**config.mk**
```make
export PLATFORM = sky130hd
export DESIGN_NAME = restoring_div_core
export DESIGN_NICKNAME = d
export VERILOG_FILES = /design/src/rtl/div_pkg.sv /design/src/rtl/div_trial_sub.sv /design/src/rtl/restoring_div_core.sv
export SDC_FILE = /design/constraint.sdc
export NUM_CORES = 1
export LEC_CHECK = 0
export ABC_CLOCK_PERIOD_IN_PS = 8500
export BUFFER_PORTS_ARGS = -buffer_cell sky130_fd_sc_hd__buf_2
export CAP_MARGIN = 20
export CORE_MARGIN = 2
export CORE_UTILIZATION = 45
export DETAILED_ROUTE_END_ITERATION = 8
export PLACE_DENSITY = 0.71
export SYNTH_ARGS = -nofsm -noshare
export SYNTH_HDL_FRONTEND = slang
export SYNTH_SLANG_ARGS = --single-unit
```
**constraint.sdc**
```tcl
create_clock -name clk -period 8.5 [get_ports clk]
set_input_delay 1.275 -clock clk [delete_from_list [all_inputs] [get_ports clk]]
set_output_delay 1.275 -clock clk [all_outputs]
set_load 0.02 [all_outputs]
```
**src/rtl/div_pkg.sv**
```systemverilog
// Shared definitions for the restoring divider: state encoding, default
// operand width and the iteration counter width helper.
package div_pkg;

    // FSM encoding; 2'd3 is unused and steers back to IDLE
    typedef enum logic [1:0] {
        IDLE = 2'd0,
        RUN  = 2'd1,
        DONE = 2'd2
    } state_t;

    localparam int DIV_WIDTH = 32;

    // Iteration counter width: must hold 0..WIDTH-1
    function automatic int cntWidth(input int w);
        return $clog2(w);
    endfunction

endpackage

```
**src/rtl/div_trial_sub.sv**
```systemverilog
// One restoring-division step: trial subtraction of the divisor from the
// shifted partial remainder, producing the next remainder and quotient bit.
// Kept separate so a non-restoring variant can reuse the subtractor.
module div_trial_sub
    import div_pkg::*;
#(
    parameter int WIDTH = DIV_WIDTH
) (
    input  logic [WIDTH-1:0] sh_i,
    input  logic [WIDTH-1:0] m_i,
    output logic [WIDTH-1:0] aNext_o,
    output logic             qBit_o
);

    logic [WIDTH:0] diff;

    // Extra top bit acts as the borrow; a borrow means restore the old value
    always_comb begin
        diff    = {1'b0, sh_i} - {1'b0, m_i};
        qBit_o  = ~diff[WIDTH];
        aNext_o = diff[WIDTH] ? sh_i : diff[WIDTH-1:0];
    end

endmodule

```
**src/rtl/restoring_div_core.sv**
```systemverilog
// Sequential unsigned restoring divider, one quotient bit per falling clock
// edge, with start/busy/done handshake and divide-by-zero detection.
module restoring_div_core
    import div_pkg::*;
#(
    parameter int WIDTH = DIV_WIDTH
) (
    input  logic             clk,
    input  logic             reset,
    input  logic             start,
    input  logic [WIDTH-1:0] dividend,
    input  logic [WIDTH-1:0] divisor,
    output logic             busy,
    output logic             done,
    output logic             div_by_zero,
    output logic [WIDTH-1:0] quotient,
    output logic [WIDTH-1:0] remainder
);

    localparam int CNT_W = cntWidth(WIDTH);

    state_t             state_q, state_d;
    logic [WIDTH-1:0]   a_q, a_d;
    logic [WIDTH-1:0]   q_q, q_d;
    logic [WIDTH-1:0]   m_q, m_d;
    logic [CNT_W-1:0]   count_q, count_d;
    logic [WIDTH-1:0]   quotient_q, quotient_d;
    logic [WIDTH-1:0]   remainder_q, remainder_d;
    logic               divByZero_q, divByZero_d;

    logic [WIDTH-1:0]   shifted;
    logic [WIDTH-1:0]   aNext;
    logic               qBit;

    // Next dividend bit moves from the top of Q into the bottom of A
    assign shifted = {a_q[WIDTH-2:0], q_q[WIDTH-1]};

    div_trial_sub #(.WIDTH(WIDTH)) u_trial (
        .sh_i    (shifted),
        .m_i     (m_q),
        .aNext_o (aNext),
        .qBit_o  (qBit)
    );

    // All state advances on the falling edge; reset wipes everything at once
    always_ff @(negedge clk or posedge reset) begin
        if (reset) begin
            state_q     <= IDLE;
            a_q         <= '0;
            q_q         <= '0;
            m_q         <= '0;
            count_q     <= '0;
            quotient_q  <= '0;
            remainder_q <= '0;
            divByZero_q <= 1'b0;
        end else begin
            state_q     <= state_d;
            a_q         <= a_d;
            q_q         <= q_d;
            m_q         <= m_d;
            count_q     <= count_d;
            quotient_q  <= quotient_d;
            remainder_q <= remainder_d;
            divByZero_q <= divByZero_d;
        end
    end

    // Handshake FSM plus datapath update; results only change on entering DONE
    always_comb begin
        state_d     = state_q;
        a_d         = a_q;
        q_d         = q_q;
        m_d         = m_q;
        count_d     = count_q;
        quotient_d  = quotient_q;
        remainder_d = remainder_q;
        divByZero_d = divByZero_q;

        case (state_q)
            IDLE: begin
                if (start) begin
                    a_d         = '0;
                    q_d         = dividend;
                    m_d         = divisor;
                    count_d     = '0;
                    divByZero_d = 1'b0;
                    state_d     = RUN;
                end
            end
            RUN: begin
                if (m_q == '0) begin
                    quotient_d  = '1;
                    remainder_d = q_q;
                    divByZero_d = 1'b1;
                    state_d     = DONE;
                end else begin
                    a_d     = aNext;
                    q_d     = {q_q[WIDTH-2:0], qBit};
                    count_d = count_q + CNT_W'(1);
                    if (count_q == CNT_W'(WIDTH - 1)) begin
                        quotient_d  = {q_q[WIDTH-2:0], qBit};
                        remainder_d = aNext;
                        state_d     = DONE;
                    end
                end
            end
            DONE: begin
                state_d = IDLE;
            end
            default: begin
                state_d = IDLE;
            end
        endcase
    end

    assign busy        = (state_q == RUN);
    assign done        = (state_q == DONE);
    assign div_by_zero = divByZero_q;
    assign quotient    = quotient_q;
    assign remainder   = remainder_q;

endmodule

```
# Yosys cells after proc, flatten, opt, wreduce, memory -nomap -nowiden
# Index checks and enable logic that the tools add are counted.
# op_classes
n_addsub	2
n_mul	0
div_mod_pow	0
magnitude_cmp	0
eq_ne	7
shifts	0
n_mux	21
bitwise_logic	1
n_reduce_logical	9
# ops
operator	count
$mux W32	7
$pmux W32 S2	1
$mux W31	2
$pmux W31 S2	1
$sub A32 B32 Y33	1
$logic_not A32 Y1	1
$mux W5	2
$pmux W5 S2	1
$mux W2	3
$reduce_and A2 Y1	3
$reduce_and A3 Y1	2
$add A5 B1 Y5 const B	1
$eq A5 B5 Y1 const B	1
$ne A2 B2 Y1 const B	2
$pmux W2 S2	1
$reduce_bool A2 Y1	2
$ne A3 B1 Y1 const B	1
$eq A2 B1 Y1 const B	1
$eq A2 B2 Y1 const B	1
$logic_not A2 Y1	1
$mux W1	2
$ne A2 B1 Y1 const B	1
$pmux W1 S2	1
$not A1 Y1	1
# totals
regBits	167
latchBits	0
mem_bits_rw	0
mem_bits_ro	0
inputBits	67
output_inout_bits	67
wordCells	48
memories	0

# Longest topological paths before layout
# Gate-level depths: netlist of the first run.
# depth
depth_word	4
ltp_mapped	14
depth_no_buf	12

# Cells and area by module
# Synthesis of the first run repeated with hierarchy kept, for this count alone.
# hier_totals
hier_cells	1268
hier_area_um2	10711.5
# by_module_without_submodules
mod	instances	cells_per_inst	area_per_inst_um2	seq_area_each_um2
restoring_div_core	1	912	8489.4	4179.0
div_trial_sub	1	356	2222.1	0.0

==> qor.yml, run 1 <==
hp-start: "div_by_zero"
tns_ps: 0
viasPerCell: 5.74
rows: 51
grt_pass1_wl_mm: 38.7
syn-num-nets: 1062
clk-insertion-delay-late_ps: 400
remaining_drc_errors: 0
slew_headroom_pct: 32.9
seq_area_frac_synth_pct: 47.1
numPortBuffers: 133
drt_pre_antenna_iters: 5
coreArea_um2: 19400
synth_cell_type_count: 61
cts_max_level: 4
tritoncts: "yes"
layout_commonest_cell: "dfrtn_1"
worst_ep_arrival_time_ps: 5510
post_cts_buffers: 0
yosysWarningCount: 0
status: "complete, no violations"
synth_area_um2: 8880
synth_top_area_cell: "dfrtn_1"
hold_class: "register to register"
cp-start-kind: "register"
setup_viol: 0
syn-instance-count: 959
postPlaceCellArea_um2: 9720
synth-edff-count: 0
drt-initial-drc-count: 565
r2r-start: "q_q[31]"
totalWireLength_mm: 24.2
hold_buffers: 0
io_pins: 134
synth_top_area_share_pct: 47.1
die_w_um: 144
root_buffer: "clkbuf_16"
grt_overflow: 0
timing.rr.end: "a_q[11]"
nNetsFinal: 1166
vias: 7686
async_flop_share_pct: 100
clockBufferDepth: 2
rsz0062_at_grt: "no"
cts_resized: 0
mostFrequentLayoutCells: "dfrtn_1, buf_2, nor2_1"
grt_max_degree: 109
synth_area_leaders: "dfrtn_1, ha_1, o21ai_0"
critPathRequiredTime_ps: 7220
cap_viol_max_count: 0
layout-drive-gt1-share_pct: 18.6
post-dp-hpwl_mm: 17.1
fill_cells: 1825
routabilityCongestion: 0.877
end_kind: "primary output"
criticalPathCategory: "register to primary output"
rrSetupSlack_ps: 4470
r2r_cells: 12
area_growth_pct: 16.5
slew_viol_final: 0
cts.sinks: 167
antenna_found_initial: 0
min_path_cells: 2
ant_nets: 0
synth_seq_cells: 167
crit_fanout: 3
syn_area_per_cell_um2: 9.26
tightest_slew_ps: 1010
fin_area_um2: 10300
synth_ff_type: "dfrtn_1"
grt_pass1_vias: 7418
holdPathEnd: "div_by_zero"
cts.clk_slew.worst_paths_ps: 50
die-area_um2: 20900
placed_cells: 1307
antenna_cells: 0
fin_cells: 1340
initial_core_util_pct: 45.8
skew_ps: 8.74
grt_use_total_pct: 23.8
cts_buffers: 17
hold_viol: 0
fp.dieH_um: 144
drt-wirelength-per-cell_um: 18.1
[Yosys cell counts (all sizes together), types with 7 or more instances]
cell type and count:
ha 35, buf 14, dfrtn 167, o21ai 120
nand2 93, a211oi 9, nor2 96, a32oi 23
inv 43, o22a 28, nor2b 7, nand3 52
a21o 8, nor3 9, xor2 13, o22ai 34
xnor2 16, clkbuf 44, a21oi 46, a31oi 8
mux2i 22, nor4 9
[routing by layer]
metal | up-vias | GRT usage, % | wire [µm]
met1 | 3772 | 32.0 | 10800
met3 | 36 | 3.77 | 1000
met2 | 205 | 39.4 | 11900
met4 | 0 | 7.87 | 597
li1 | 3673 | - | -
met5 | - | 0 | 0
[area by class of cell]
type / instances / area [µm²] / share of cell area (%)
Multi-Input combinational cell: 690 / 4280 / 41.4
Sequential cell: 167 / 4180 / 40.4
Timing Repair Buffer: 143 / 806 / 7.79
Clock inverter: 13 / 135 / 1.31
Clock buffer: 18 / 439 / 4.25
Inverter: 44 / 169 / 1.63
Tap cell: 265 / 332 / 3.21
[registers in the layout, indices dropped and copies added, names as in the netlist]
register,flops
a_q,31
remainder,32
state_q,2
div_by_zero,1
q_q,32
count_q,5
m_q,32
quotient,32
[worst max-delay path, stage by stage, from the launching register on]
cell     delay, ps
dfrtn_1        430
nor2b_2        240
buf_2          200
[logic make-up after synthesis]
family / after synthesis / synth area share (%)
AO/OA/AOI/OAI: 310 / 22.6
AND/OR/NAND/NOR: 293 / 14.9
flip-flops: 167 / 47.1
buffers and inverters: 102 / 4.93
adder cells (fa/ha/maj): 36 / 5.16
XOR/XNOR: 29 / 2.86
multiplexers: 22 / 2.48
[per-stage QoR]
step	hold slack, ps	worst slack (ps)	utilization (%)
after CTS	445	1730	53.1
final	434	1710	53.3
after detailed placement	445	1610	50.1
after global routing	457	1720	53.3
after global placement	432	1590	49.9
after floorplan	424	968	-
[worst max-delay path by stage]
stage | start | endpoint | cells past startpoint
3_3_place_gp | start | q_q[0] | 5
4_1_cts | state_q[0] | busy | 2
2_1_floorplan | reset | a_q[0] | 1
6_report | state_q[0] | busy | 2
3_5_place_dp | start | q_q[0] | 5
5_1_grt | state_q[0] | busy | 2
Power of run 1 is left out: the tool's default activity adds up to more than one toggle a clock period on the data nets, which glitch-free logic cannot reach.
==> run 2, diff against run 1 <==
--- a/config.mk
+++ b/config.mk
@@ -5,7 +5,7 @@
 export SDC_FILE = /design/constraint.sdc
 export NUM_CORES = 1
 export LEC_CHECK = 0
-export ABC_CLOCK_PERIOD_IN_PS = 8500
+export ABC_CLOCK_PERIOD_IN_PS = 6700
 export BUFFER_PORTS_ARGS = -buffer_cell sky130_fd_sc_hd__buf_2
 export CAP_MARGIN = 20
 export CORE_MARGIN = 2
==> constraint.sdc (replaced) <==
create_clock -name clk -period 6.7 [get_ports clk]
set_input_delay 1.005 -clock clk [delete_from_list [all_inputs] [get_ports clk]]
set_output_delay 1.005 -clock clk [all_outputs]
set_load 0.02 [all_outputs]
==> run 2 against run 1 <==
  * Clock-buffer cell count is 2 higher
  * Flip-flop and latch count stayed put
  * Hold slack worse by 4.3 ps
  * First-iteration DRC count is 18% higher
  * Utilization is 0.19 points higher
  * Worst setup slack worse by 660 ps
  * Non-clock buffer count is 5 higher
==> qor.yml, run 2 (synthesis results as in run 1) <==
holdWs_ps: 430
criticalPathCategory: "register to primary output"
status: "complete, no violations"
viasPerCell: 5.65
grt_max_degree: 63
area_growth_pct: 16.9
hold_viol: 0
drt_pre_antenna_iters: 5
fp.dieH_um: 144
root_buffer: "clkbuf_16"
tritoncts: "yes"
cts.clk_slew.worst_paths_ps: 50
cap_viol_max_count: 0
layout-drive-gt1-share_pct: 19.0
cts_max_level: 4
worst_ep_arrival_time_ps: 4650
drt-wirelength-per-cell_um: 17.9
hold_class: "register to register"
clockBufferDepth: 2
coreArea_um2: 19400
setup_viol: 0
post-dp-hpwl_mm: 17.5
io_pins: 134
cts_resized: 0
remaining_drc_errors: 0
post_cts_buffers: 0
tns_ps: 0
totalWireLength_mm: 24.1
tightest_slew_ps: 713
crit_family: "flip-flops"
clk-insertion-delay-late_ps: 410
critPathBufInv: 1
layout_commonest_cell: "dfrtn_1"
routabilityCongestion: 0.912
critPathRequiredTime_ps: 5690
numPortBuffers: 133
initial_core_util_pct: 45.8
rows: 51
crit_chain: "nor2b_2, buf_2"
end_kind: "primary output"
fill_cells: 1836
grt_pass1_vias: 7386
ant_nets: 0
die_w_um: 144
cp-start-kind: "register"
die-area_um2: 20900
vias: 7608
mostFrequentLayoutCells: "dfrtn_1, buf_2, nor2_1"
slew_viol_final: 0
grt_use_total_pct: 24.0
cts.sinks: 167
nNetsFinal: 1171
slew_headroom_pct: 52.4
cp_slowest_stage_delay_ps: 430
rsz0062_at_grt: "no"
crit_fanout: 3
cts_buffers: 17
skew_ps: 8.28
grt_pass1_wl_mm: 38.4
drt-initial-drc-count: 665
grt_overflow: 0
hold_buffers: 0
slowest_stage: "dfrtn_1"
antenna_found_initial: 1
-- run 2: metrics by stage --
| stage | instance area [µm²] | worst slack [ps] | util, % | instances |
|---|---|---|---|---|
| global route | 10400 | 1030 | 53.5 | 1346 |
| CTS | 10300 | 1070 | 53.2 | 1343 |
| detailed placement | 9760 | 1070 | 50.3 | 1312 |
| global placement | 9760 | 1080 | 50.3 | 1312 |
| finish | 10400 | 1050 | 53.5 | 1346 |
| floorplan | 8880 | 338 | - | 959 |
-- run 2: per-layer routing --
| layer | track usage (%) | part of all wire [%] |
|---|---|---|
| met4 | 8.53 | 2.5 |
| met3 | 4.30 | 4.6 |
| met1 | 32.3 | 45 |
| met2 | 39.0 | 48 |
| met5 | 0 | 0 |
-- run 2: cell type report --
type | count | area (µm²) | share of cell area (%)
Multi-Input combinational cell | 690 | 4280 | 41.2
Inverter | 44 | 169 | 1.63
Clock inverter | 11 | 91.3 | 0.880
Timing Repair Buffer | 148 | 856 | 8.25
Sequential cell | 167 | 4180 | 40.3
Clock buffer | 20 | 467 | 4.50
Tap cell | 265 | 332 | 3.20
Antenna cell | 1 | 2.50 | 0.0241
-- run 2: worst register-to-register path: cells and delay by family, from the launching register on --
| kind | cells | cell delay [ps] |
|---|---|---|
| AOI/OAI and AO/OA | 5 | 1280 |
| and+or+nand+nor | 3 | 840 |
| adders and majority gates | 2 | 630 |
| DFF | 1 | 480 |
| muxes | 1 | 410 |
| buffers and inverters | 1 | 140 |
-- run 2: final timing paths --
path,startpoint,endpoint,slack [ps],cells after the start
worst max-delay path,state_q[0],busy,1050,2
worst min-delay path,remainder[26],remainder[26],430,2
worst max register to register,q_q[31],a_q[23],2740,12
worst min register to register,remainder[26],remainder[26],430,2
max in group asynchronous,reset,q_q[7],1860,3
min in group asynchronous,reset,q_q[21],3940,2
Power of run 2 is left out for the same reason.
